$ cat src/rtl/nco_voice_scheduler_pkg.sv
// Shared audio definitions: datapath widths, scheduler FSM encoding and a
// saturating narrow-to-sample helper that any mixer can reuse.
package nco_voice_scheduler_pkg;

  localparam int PHASE_W  = 24;
  localparam int SAMPLE_W = 20;
  // Widest mix the helper accepts: SAMPLE_W plus headroom for 16 voices.
  localparam int SAT_IN_W = SAMPLE_W + 4;

  typedef enum logic [1:0] {
    ST_IDLE = 2'd0,
    ST_RUN  = 2'd1,
    ST_HOLD = 2'd2
  } nco_state_e;

  function automatic logic signed [SAMPLE_W-1:0] saturate_sample(
    input logic signed [SAT_IN_W-1:0] value
  );
    logic signed [SAT_IN_W-1:0] hi;
    logic signed [SAT_IN_W-1:0] lo;
    hi = {{(SAT_IN_W-SAMPLE_W+1){1'b0}}, {(SAMPLE_W-1){1'b1}}};
    lo = ~hi;
    if (value > hi) begin
      return hi[SAMPLE_W-1:0];
    end else if (value < lo) begin
      return lo[SAMPLE_W-1:0];
    end else begin
      return value[SAMPLE_W-1:0];
    end
  endfunction

endpackage

$ cat src/rtl/nco_voice_regfile.sv
// Per-voice shadow/active FCW and enable registers plus phase accumulators.
// Shadows take CPU writes at any time; the active set changes only on commit.
module nco_voice_regfile
  import nco_voice_scheduler_pkg::*;
#(
  parameter  int NUM_VOICES = 4,
  localparam int IDX_W      = $clog2(NUM_VOICES)
) (
  input  logic               clk,
  input  logic               rst,
  input  logic               cfg_we_i,
  input  logic [IDX_W-1:0]   cfg_voice_i,
  input  logic [PHASE_W-1:0] cfg_fcw_i,
  input  logic               cfg_en_i,
  input  logic               commit_i,
  input  logic               step_i,
  input  logic [IDX_W-1:0]   step_idx_i,
  output logic               step_en_o,
  input  logic [IDX_W-1:0]   la_idx_i,
  input  logic               la_commit_i,
  output logic [PHASE_W-1:0] la_phase_o
);

  logic [PHASE_W-1:0]    fcw_sh_q  [NUM_VOICES];
  logic [PHASE_W-1:0]    fcw_sh_d  [NUM_VOICES];
  logic [PHASE_W-1:0]    fcw_act_q [NUM_VOICES];
  logic [PHASE_W-1:0]    fcw_act_d [NUM_VOICES];
  logic [PHASE_W-1:0]    phase_q   [NUM_VOICES];
  logic [PHASE_W-1:0]    phase_d   [NUM_VOICES];
  logic [NUM_VOICES-1:0] en_sh_q, en_sh_d;
  logic [NUM_VOICES-1:0] en_act_q, en_act_d;

  always_comb begin
    fcw_sh_d  = fcw_sh_q;
    fcw_act_d = fcw_act_q;
    phase_d   = phase_q;
    en_sh_d   = en_sh_q;
    en_act_d  = en_act_q;

    if (cfg_we_i) begin
      fcw_sh_d[cfg_voice_i] = cfg_fcw_i;
      en_sh_d[cfg_voice_i]  = cfg_en_i;
    end

    if (commit_i) begin
      fcw_act_d = fcw_sh_q;
      en_act_d  = en_sh_q;
      for (int i = 0; i < NUM_VOICES; i++) begin
        if (!en_sh_q[i]) phase_d[i] = '0;
      end
    end else if (step_i && en_act_q[step_idx_i]) begin
      phase_d[step_idx_i] = phase_q[step_idx_i] + fcw_act_q[step_idx_i];
    end
  end

  // NOTE: these arrays are reset on purpose -- a reset must lose all config
  // and phase state, so they cannot be left as uninitialised storage.
  always_ff @(posedge clk) begin
    if (rst) begin
      fcw_sh_q  <= '{default: '0};
      fcw_act_q <= '{default: '0};
      phase_q   <= '{default: '0};
      en_sh_q   <= '0;
      en_act_q  <= '0;
    end else begin
      fcw_sh_q  <= fcw_sh_d;
      fcw_act_q <= fcw_act_d;
      phase_q   <= phase_d;
      en_sh_q   <= en_sh_d;
      en_act_q  <= en_act_d;
    end
  end

  assign step_en_o = en_act_q[step_idx_i];

  // Lookahead read shows the phase as it will be once a pending commit lands.
  assign la_phase_o = (la_commit_i && !en_sh_q[la_idx_i]) ? '0 : phase_q[la_idx_i];

endmodule

$ cat src/rtl/nco_voice_scheduler.sv
// Time-multiplexes one shared NCO datapath over NUM_VOICES voices per sample
// tick, mixes with saturation and offers the result on a valid/ready port.
module nco_voice_scheduler
  import nco_voice_scheduler_pkg::*;
#(
  parameter  int NUM_VOICES = 4,
  localparam int IDX_W      = $clog2(NUM_VOICES)
) (
  input  logic                       clk,
  input  logic                       rst,
  input  logic                       sample_tick_i,
  input  logic                       cfg_we_i,
  input  logic [IDX_W-1:0]           cfg_voice_i,
  input  logic [PHASE_W-1:0]         cfg_fcw_i,
  input  logic                       cfg_en_i,
  output logic [PHASE_W-1:0]         nco_phase_o,
  input  logic signed [SAMPLE_W-1:0] nco_sample_i,
  output logic signed [SAMPLE_W-1:0] sample_out_o,
  output logic                       sample_valid_o,
  input  logic                       sample_ready_i,
  output logic                       busy_o,
  output logic                       overrun_o
);

  localparam int                ACC_W    = SAMPLE_W + IDX_W;
  localparam logic [IDX_W-1:0]  LAST_IDX = IDX_W'(NUM_VOICES - 1);

  nco_state_e                 state_q, state_d;
  logic [IDX_W-1:0]           idx_q, idx_d;
  logic signed [ACC_W-1:0]    acc_q, acc_d;
  logic [PHASE_W-1:0]         phase_q, phase_d;
  logic signed [SAMPLE_W-1:0] sample_q, sample_d;
  logic                       valid_q, valid_d;
  logic                       overrun_q, overrun_d;

  logic                       commit, step, step_en, la_commit;
  logic [IDX_W-1:0]           la_idx;
  logic [PHASE_W-1:0]         la_phase;
  logic signed [ACC_W-1:0]    voice_ext, acc_sum;
  logic signed [SAT_IN_W-1:0] sat_in;

  nco_voice_regfile #(.NUM_VOICES(NUM_VOICES)) u_regfile (
    .clk         (clk),
    .rst         (rst),
    .cfg_we_i    (cfg_we_i),
    .cfg_voice_i (cfg_voice_i),
    .cfg_fcw_i   (cfg_fcw_i),
    .cfg_en_i    (cfg_en_i),
    .commit_i    (commit),
    .step_i      (step),
    .step_idx_i  (idx_q),
    .step_en_o   (step_en),
    .la_idx_i    (la_idx),
    .la_commit_i (la_commit),
    .la_phase_o  (la_phase)
  );

  always_comb begin
    // NOTE: every signal written here gets a default first, so no path
    // through the case statement can infer a latch.
    state_d   = state_q;
    idx_d     = idx_q;
    acc_d     = acc_q;
    phase_d   = '0;
    sample_d  = sample_q;
    valid_d   = valid_q;
    overrun_d = overrun_q;
    commit    = 1'b0;
    step      = 1'b0;
    la_idx    = idx_q + IDX_W'(1);
    la_commit = 1'b0;

    if (step_en) voice_ext = ACC_W'(nco_sample_i);
    else         voice_ext = '0;
    acc_sum = acc_q + voice_ext;
    sat_in  = SAT_IN_W'(acc_sum);

    unique case (state_q)
      ST_IDLE: begin
        if (sample_tick_i) begin
          commit    = 1'b1;
          idx_d     = '0;
          acc_d     = '0;
          la_idx    = '0;
          la_commit = 1'b1;
          phase_d   = la_phase;
          state_d   = ST_RUN;
        end
      end
      ST_RUN: begin
        overrun_d = overrun_q | sample_tick_i;
        step      = 1'b1;
        if (idx_q == LAST_IDX) begin
          sample_d = saturate_sample(sat_in);
          valid_d  = 1'b1;
          state_d  = ST_HOLD;
        end else begin
          // nco_phase is registered, so present the next voice one cycle early.
          idx_d   = idx_q + IDX_W'(1);
          acc_d   = acc_sum;
          phase_d = la_phase;
        end
      end
      ST_HOLD: begin
        overrun_d = overrun_q | sample_tick_i;
        if (sample_ready_i) begin
          valid_d = 1'b0;
          state_d = ST_IDLE;
        end
      end
      default: state_d = ST_IDLE;
    endcase
  end

  // NOTE: sequential state uses non-blocking assignments only, so every
  // register samples the pre-edge values of the others.
  always_ff @(posedge clk) begin
    if (rst) begin
      state_q   <= ST_IDLE;
      idx_q     <= '0;
      acc_q     <= '0;
      phase_q   <= '0;
      sample_q  <= '0;
      valid_q   <= 1'b0;
      overrun_q <= 1'b0;
    end else begin
      state_q   <= state_d;
      idx_q     <= idx_d;
      acc_q     <= acc_d;
      phase_q   <= phase_d;
      sample_q  <= sample_d;
      valid_q   <= valid_d;
      overrun_q <= overrun_d;
    end
  end

  assign nco_phase_o    = phase_q;
  assign sample_out_o   = sample_q;
  assign sample_valid_o = valid_q;
  assign busy_o         = (state_q != ST_IDLE);
  assign overrun_o      = overrun_q;

endmodule

$ cat config.mk
export PLATFORM = sky130hd
export DESIGN_NAME = nco_voice_scheduler
export DESIGN_NICKNAME = d
export VERILOG_FILES = /design/src/rtl/nco_voice_scheduler_pkg.sv /design/src/rtl/nco_voice_regfile.sv /design/src/rtl/nco_voice_scheduler.sv
export SDC_FILE = /design/constraint.sdc
export NUM_CORES = 1
export LEC_CHECK = 0
export ABC_AREA = 1
export BUFFER_PORTS_ARGS = -buffer_cell sky130_fd_sc_hd__buf_2
export CORE_MARGIN = 10
export CORE_UTILIZATION = 60
export CTS_CLUSTER_DIAMETER = 120
export DETAILED_ROUTE_END_ITERATION = 10
export PLACE_DENSITY_LB_ADDON = 0.25
export SLEW_MARGIN = 20
export SYNTH_ARGS = -nofsm -noshare
export SYNTH_HDL_FRONTEND = slang
export SYNTH_SLANG_ARGS = --single-unit
$ cat constraint.sdc
create_clock -name clk -period 6.05 [get_ports clk]
set_input_delay 0.9075 -clock clk [delete_from_list [all_inputs] [get_ports clk]]
set_output_delay 0.9075 -clock clk [all_outputs]
set_load 0.02 [all_outputs]
==> results_dict.tcl, run 1 <==
set metrics [dict create \
    status "finished, final reports clean" \
    grt_pass1_wl_mm 80.6 \
    overflow 0 \
    dp.cells 2857 \
    die_w_um 191 \
    endpoint_kind "flop" \
    yosys.area_share.simple 0.239 \
    vias_per_cell 5.83 \
    final_nets 2618 \
    final.period_utilization 0.686 \
    fin_setup_tns_ps 0 \
    drv_cap 0 \
    cts_setup_buffers 0 \
    cts-hold-fix-buffers 0 \
    dieArea_um2 36500 \
    grt_max_degree 134 \
    place_congestion 0.976 \
    wirelength_mm 50.4 \
    htree_num_levels 2 \
    root_buffer "clkbuf_16" \
    hpwlAfterDp_mm 32.7 \
    rows 62 \
    antenna_found_initial 0 \
    cts_tree "done" \
    rsz0062_at_grt "no" \
    core_um2 28800 \
    fmax_ghz 0.241 \
    setup_slack_ps 1900 \
    irDropWorstVdd_mv 0.285 \
    start_util 0.611 \
    dr.pass1.iters 9 \
    final_core_util 0.673 \
    drv_slew 0 \
    synth_warnings 0 \
    clock-sinks 368 \
    grt_use_met3 0.0434 \
    relSlewSlack 0.233 \
    synthFlopType "dfxtp_1" \
    synth-compound-area-share 0.224 \
    worstSetupStartpoint "idx_q[1]" \
    ioPinCount 99 \
    syn2layout_area_growth_pct 10.3 \
    antenna_cells 0 \
    fp.dieH_um 191 \
    port_buffers 98 \
    n_fill_cell 2545 \
    critical_path_class "flop to flop" \
    vias 17034 \
    numCtsBuffers 38 \
    setup_viol 0 \
    drive_gt1_frac 0.0981 \
    crit_path_end "sample_out_o[17]" \
    power-per-cell-area_nw_per_um2 463 \
    first_global_vias 15730 \
    tightest_slew_ps 1150 \
    worstReg2RegStart "idx_q[1]" \
    clk_pin_slew_ps 60 \
    busiest_layer "met2" \
    critPathArrivalTime_ps 4540 \
    drtAntennaViolNets 0 \
    r2r_end "sample_out_o[17]" \
    critPathLaunchType "flop" \
    postSynthAreaPerCell_um2 7.02 \
    grt_use_total 0.266 \
    drc 0 \
    ys_seq_area_frac 0.419 \
    use_met1 0.368 \
    synth_cell_types 49 \
    clk_latency_ps 540 \
    preCtsSetupSlack_ps 2030 \
    synth_top_family_by_area "simple AND/OR/NAND/NOR gates" \
    final_cells 2922 \
    period_minus_slack_ps 4150 \
    path_max_fanout 31 \
    multi_input_area_um2 9040 \
    ys_ff_latch 368 \
    synth_mux_area_frac 0 \
    hp-class "flop to flop" \
    p_leak_uw 0.00811 \
    fin_skew_ps 26.1 \
    synth_xor_xnor_area_share 0.0120 \
    clockBufferDepth 3 \
    synth-edff-count 0 \
    synthCells 2502 \
    hold_viol 0 \
    grt_use_met2 0.419 \
    seqCellArea_um2 7370 \
    min_path_cells 2 \
    required_ps 6440 \
    synth_area_um2 17600 \
    drt_iter0_markers 1852 \
    wl_per_cell_um 17.2 \
    synth_fp_nets 2607 \
    synth_adder_area_share 0.0386 \
    synthArstFlopShare 0 \
    cts_resized 0 \
    reg2reg_slack_ps 1900 \
    reg2reg_depth 13 \
]
-- how the worst min path moves through the flow --
stage,startpoint,end,slack [ps]
6_report,u_regfile.fcw_sh_q[10],u_regfile.fcw_sh_q[10],450
5_1_grt,u_regfile.fcw_sh_q[4],u_regfile.fcw_sh_q[4],470
4_1_cts,u_regfile.fcw_sh_q[10],u_regfile.fcw_sh_q[10],450
3_5_place_dp,u_regfile.fcw_sh_q[10],u_regfile.fcw_act_q[10],440
3_3_place_gp,u_regfile.fcw_sh_q[0],u_regfile.fcw_act_q[0],440
2_1_floorplan,u_regfile.fcw_sh_q[0],u_regfile.fcw_act_q[0],430
-- stage by stage --
step	hold WS [ps]	power, uW	area [um2]
after floorplan	430	5550	17600
after global placement	440	6450	18100
after detailed placement	444	6530	18100
after CTS	454	8900	19400
after global routing	474	9500	19400
final	454	8970	19400
-- layer usage --
layer,up-vias,share of wire
li1,8316,-
met1,7889,0.44
met2,722,0.45
met3,107,0.086
met4,0,0.023
met5,-,0
-- where the power goes --
group          switching, uW  leakage (uW)  internal (uW)  total [uW]
logic                   2600       0.00449           1110        3720
registers                178       0.00300           2700        2880
clock network            985      0.000624           1390        2370
-- critical path, stage by stage (launching register included) --
cell and delay (ps):
dfxtp_1 310, inv_1 830, nand3_1 180, nand2_2 460
nor2_1 90, ha_1 380, a21oi_1 230, nand2_1 110
a21oi_1 330, nand4_1 190, nand2_2 120, nand2_4 60
a21oi_4 530, a21oi_1 160
-- state kept, by name (all words and copies together), names as in the netlist --
register	cells
u_regfile.fcw_act_q	96
u_regfile.fcw_sh_q	96
u_regfile.phase_q	96
nco_phase_o	24
acc_q	22
sample_out_o	20
u_regfile.en_act_q	4
u_regfile.en_sh_q	4
idx_q	2
state_q	2
overrun_o	1
sample_valid_o	1
-- cells in the mapped netlist, types with 16 or more instances --
cell type | number | area, um2
nor2_1 | 535 | 2010
dfxtp_1 | 368 | 7370
o21ai_0 | 363 | 1820
nand2_1 | 346 | 1300
a21oi_1 | 255 | 1280
inv_1 | 132 | 495
clkbuf_1 | 123 | 462
nand3_1 | 76 | 380
ha_1 | 51 | 638
o22ai_1 | 41 | 257
buf_2 | 23 | 115
nand2_2 | 17 | 106
o32a_1 | 16 | 160
-- kinds of logic (layout without fill, tap and decap cells) --
kind of cell,Yosys count,after routing
AOI/OAI and AO/OA,729,729
xor gates and xnor gates,24,24
adders and majority gates,53,53
buffers and inverters,296,332
DFF,368,368
and+or+nand+nor,1032,1032
-- final cells by class --
| cell class | count | area share |
|---|---|---|
| Inverter | 144 | 0.0282 |
| Tap cell | 384 | 0.0248 |
| Clock buffer | 50 | 0.0556 |
| Multi-Input combinational cell | 1838 | 0.467 |
| Timing Repair Buffer | 123 | 0.0351 |
| Sequential cell | 368 | 0.380 |
| Clock inverter | 15 | 0.00923 |
-- layout by cell type, fill, tap and decap left out, types with 6 or more instances in the layout --
cell / netlist / final
nor2_1: 535 / 533
dfxtp_1: 368 / 367
o21ai_0: 363 / 363
nand2_1: 346 / 346
a21oi_1: 255 / 254
inv_1: 132 / 131
buf_2: 23 / 97
nand3_1: 76 / 76
ha_1: 51 / 51
o22ai_1: 41 / 41
clkbuf_16: 0 / 39
buf_4: 1 / 26
nand2_2: 17 / 17
o32a_1: 16 / 16
nand4_1: 15 / 15
xnor2_1: 12 / 12
xor2_1: 12 / 12
a211oi_1: 12 / 12
clkinv_2: 0 / 10
a21oi_2: 10 / 10
inv_2: 8 / 8
nor3_1: 8 / 8
nor2_2: 5 / 7
o21bai_1: 7 / 7
or2_2: 6 / 6
clkbuf_8: 0 / 6
Power figures use the tool's default switching activity.
==> inputs of run 2 (changes only) <==
Clock period 6.05 ns to 3.95 ns, I/O delays scaled along.
==> results_dict.tcl, run 2 (synthesized netlist as in run 1, its figures left out) <==
set metrics [dict create \
    status "finished, final reports clean" \
    hpwlAfterDp_mm 32.8 \
    period_minus_slack_ps 3470 \
    final.period_utilization 0.879 \
    fin_skew_ps 22.5 \
    clk_pin_slew_ps 60 \
    min_path_cells 3 \
    cts_tree "done" \
    wl_per_cell_um 17.1 \
    clockBufferDepth 3 \
    final_nets 2630 \
    layout_commonest_cell "nor2_1" \
    endpoint_kind "flop" \
    dieArea_um2 36500 \
    tightest_slew_ps 1130 \
    relSlewSlack 0.244 \
    rsz0062_at_grt "no" \
    path_max_fanout 32 \
    worstReg2RegStart "idx_q[0]" \
    clk_latency_ps 550 \
    overflow 0 \
    antenna_found_initial 0 \
    drtAntennaViolNets 0 \
    cts_resized 0 \
    first_global_vias 15896 \
    hp-class "primary input to flop" \
    required_ps 4380 \
    final_core_util 0.678 \
    final_cell_area_um2 19500 \
    cts-hold-fix-buffers 0 \
    clock-sinks 368 \
    rows 62 \
    place_congestion 0.955 \
    htree_num_levels 2 \
    critical_path.cell_chain "inv_4 -> nand2_1 -> nand3_1 -> nand2_2 -> nor2_1 -> ha_1 -> inv_1 -> fa_1 -> nand3b_1 -> nand2_1 -> a21oi_1 -> o21bai_1 -> nand2_1 -> inv_1 -> nor2_1 -> nand2_1 -> nand2_1 -> nand2_1 -> a21oi_1" \
    grt_use_total 0.267 \
    top_regs "u_regfile.fcw_act_q x96, u_regfile.fcw_sh_q x96, u_regfile.phase_q x96" \
    drt_iter0_markers 1764 \
    fmax_ghz 0.288 \
    die_w_um 191 \
    core_um2 28800 \
    reg2reg_slack_ps 480 \
    start_util 0.611 \
    wirelength_mm 50.1 \
    reg2reg_depth 19 \
    hold_start "cfg_fcw_i[8]" \
    timing.hold.worst_endpoint "u_regfile.fcw_sh_q[56]" \
    n_fill_cell 2511 \
    critical_path_class "flop to flop" \
    critPathSlowestCell "fa_1" \
    critPathLaunchType "flop" \
    grt_pass1_wl_mm 80.9 \
    fp.dieH_um 191 \
    antenna_cells 0 \
    vias 17026 \
    root_buffer "clkbuf_16" \
    preCtsSetupSlack_ps 382 \
    most-common-layout-cells "533 x nor2_1, 367 x dfxtp_1, 363 x o21ai_0" \
    numCtsBuffers 39 \
    drv_slew 0 \
    port_buffers 98 \
    irDropWorstVdd_mv 0.472 \
    crit_top_cell "nand2_1" \
    hold_viol 0 \
    setup_slack_ps 480 \
    cp_slowest_stage_delay_ps 410 \
    fin_setup_tns_ps 0 \
    drv_cap 0 \
    drive_gt1_frac 0.102 \
    setup_viol 0 \
    dr.pass1.iters 8 \
    power-per-cell-area_nw_per_um2 706 \
    power.total_uw 13800 \
    drc 0 \
    ioPinCount 99 \
    syn2layout_area_growth_pct 11.0 \
    grt_max_degree 103 \
    critPathArrivalTime_ps 3900 \
    post_dp_cell_area_um2 18200 \
    r2r_end "sample_out_o[14]" \
    p_leak_uw 0.00817 \
    vias_per_cell 5.80 \
]
## run 2: changes by cell type in the layout (fill, tap and decap cells not counted), moves of 2 or more
cell,before,now
clkbuf_8,6,8
clkbuf_1,5,9
buf_12,0,4
clkinv_2,10,8
bufinv_16,3,1
buf_4,26,33
## run 2: cell type report
type | instances | area, um2 | share of cell area
Timing Repair Buffer | 134 | 813 | 0.0417
Multi-Input combinational cell | 1838 | 9040 | 0.463
Clock inverter | 13 | 135 | 0.00693
Tap cell | 384 | 480 | 0.0246
Clock buffer | 56 | 1120 | 0.0574
Inverter | 144 | 547 | 0.0280
Sequential cell | 368 | 7370 | 0.378
## run 2: per-stage QoR
step / instances / hold slack, ps
6_report: 2937 / 311
5_1_grt: 2937 / 322
4_1_cts: 2935 / 304
3_5_place_dp: 2866 / 445
3_3_place_gp: 2866 / 439
2_1_floorplan: 2502 / 430
## run 2: metal layers
layer / track usage / up-vias / part of all wire
met3: 0.0488 / 90 / 0.086
met5: 0 / - / 0
met4: 0.0733 / 0 / 0.020
met1: 0.359 / 7895 / 0.43
li1: - / 8352 / -
met2: 0.431 / 689 / 0.46
## run 2: report_power, final
group          internal, uW  switching (uW)
registers              4140             227
clock network          2050            1530
logic                  1770            4060
## run 2: timing repair
action                                  CTS  global route
setup buffers                             0             2
endpoints found under the hold margin     0             0
endpoints found under the setup margin    0             1
## run 2: how the worst max path moves through the flow
stage	start	depth (start not counted)	to
2_1_floorplan	idx_q[0]	18	sample_out_o[10]
3_3_place_gp	idx_q[0]	17	sample_out_o[18]
3_5_place_dp	idx_q[0]	17	sample_out_o[16]
4_1_cts	idx_q[0]	17	sample_out_o[2]
5_1_grt	idx_q[0]	19	acc_q[14]
6_report	idx_q[0]	19	sample_out_o[14]
## run 2: critical path: cells and delay by family (launching register included)
kind,cells,cell delay [ps]
buffers and inverters,3,420
flip-flops,1,370
AND/OR/NAND/NOR,11,1490
AO/OA/AOI/OAI,3,490
adder cells (fa/ha/maj),2,590
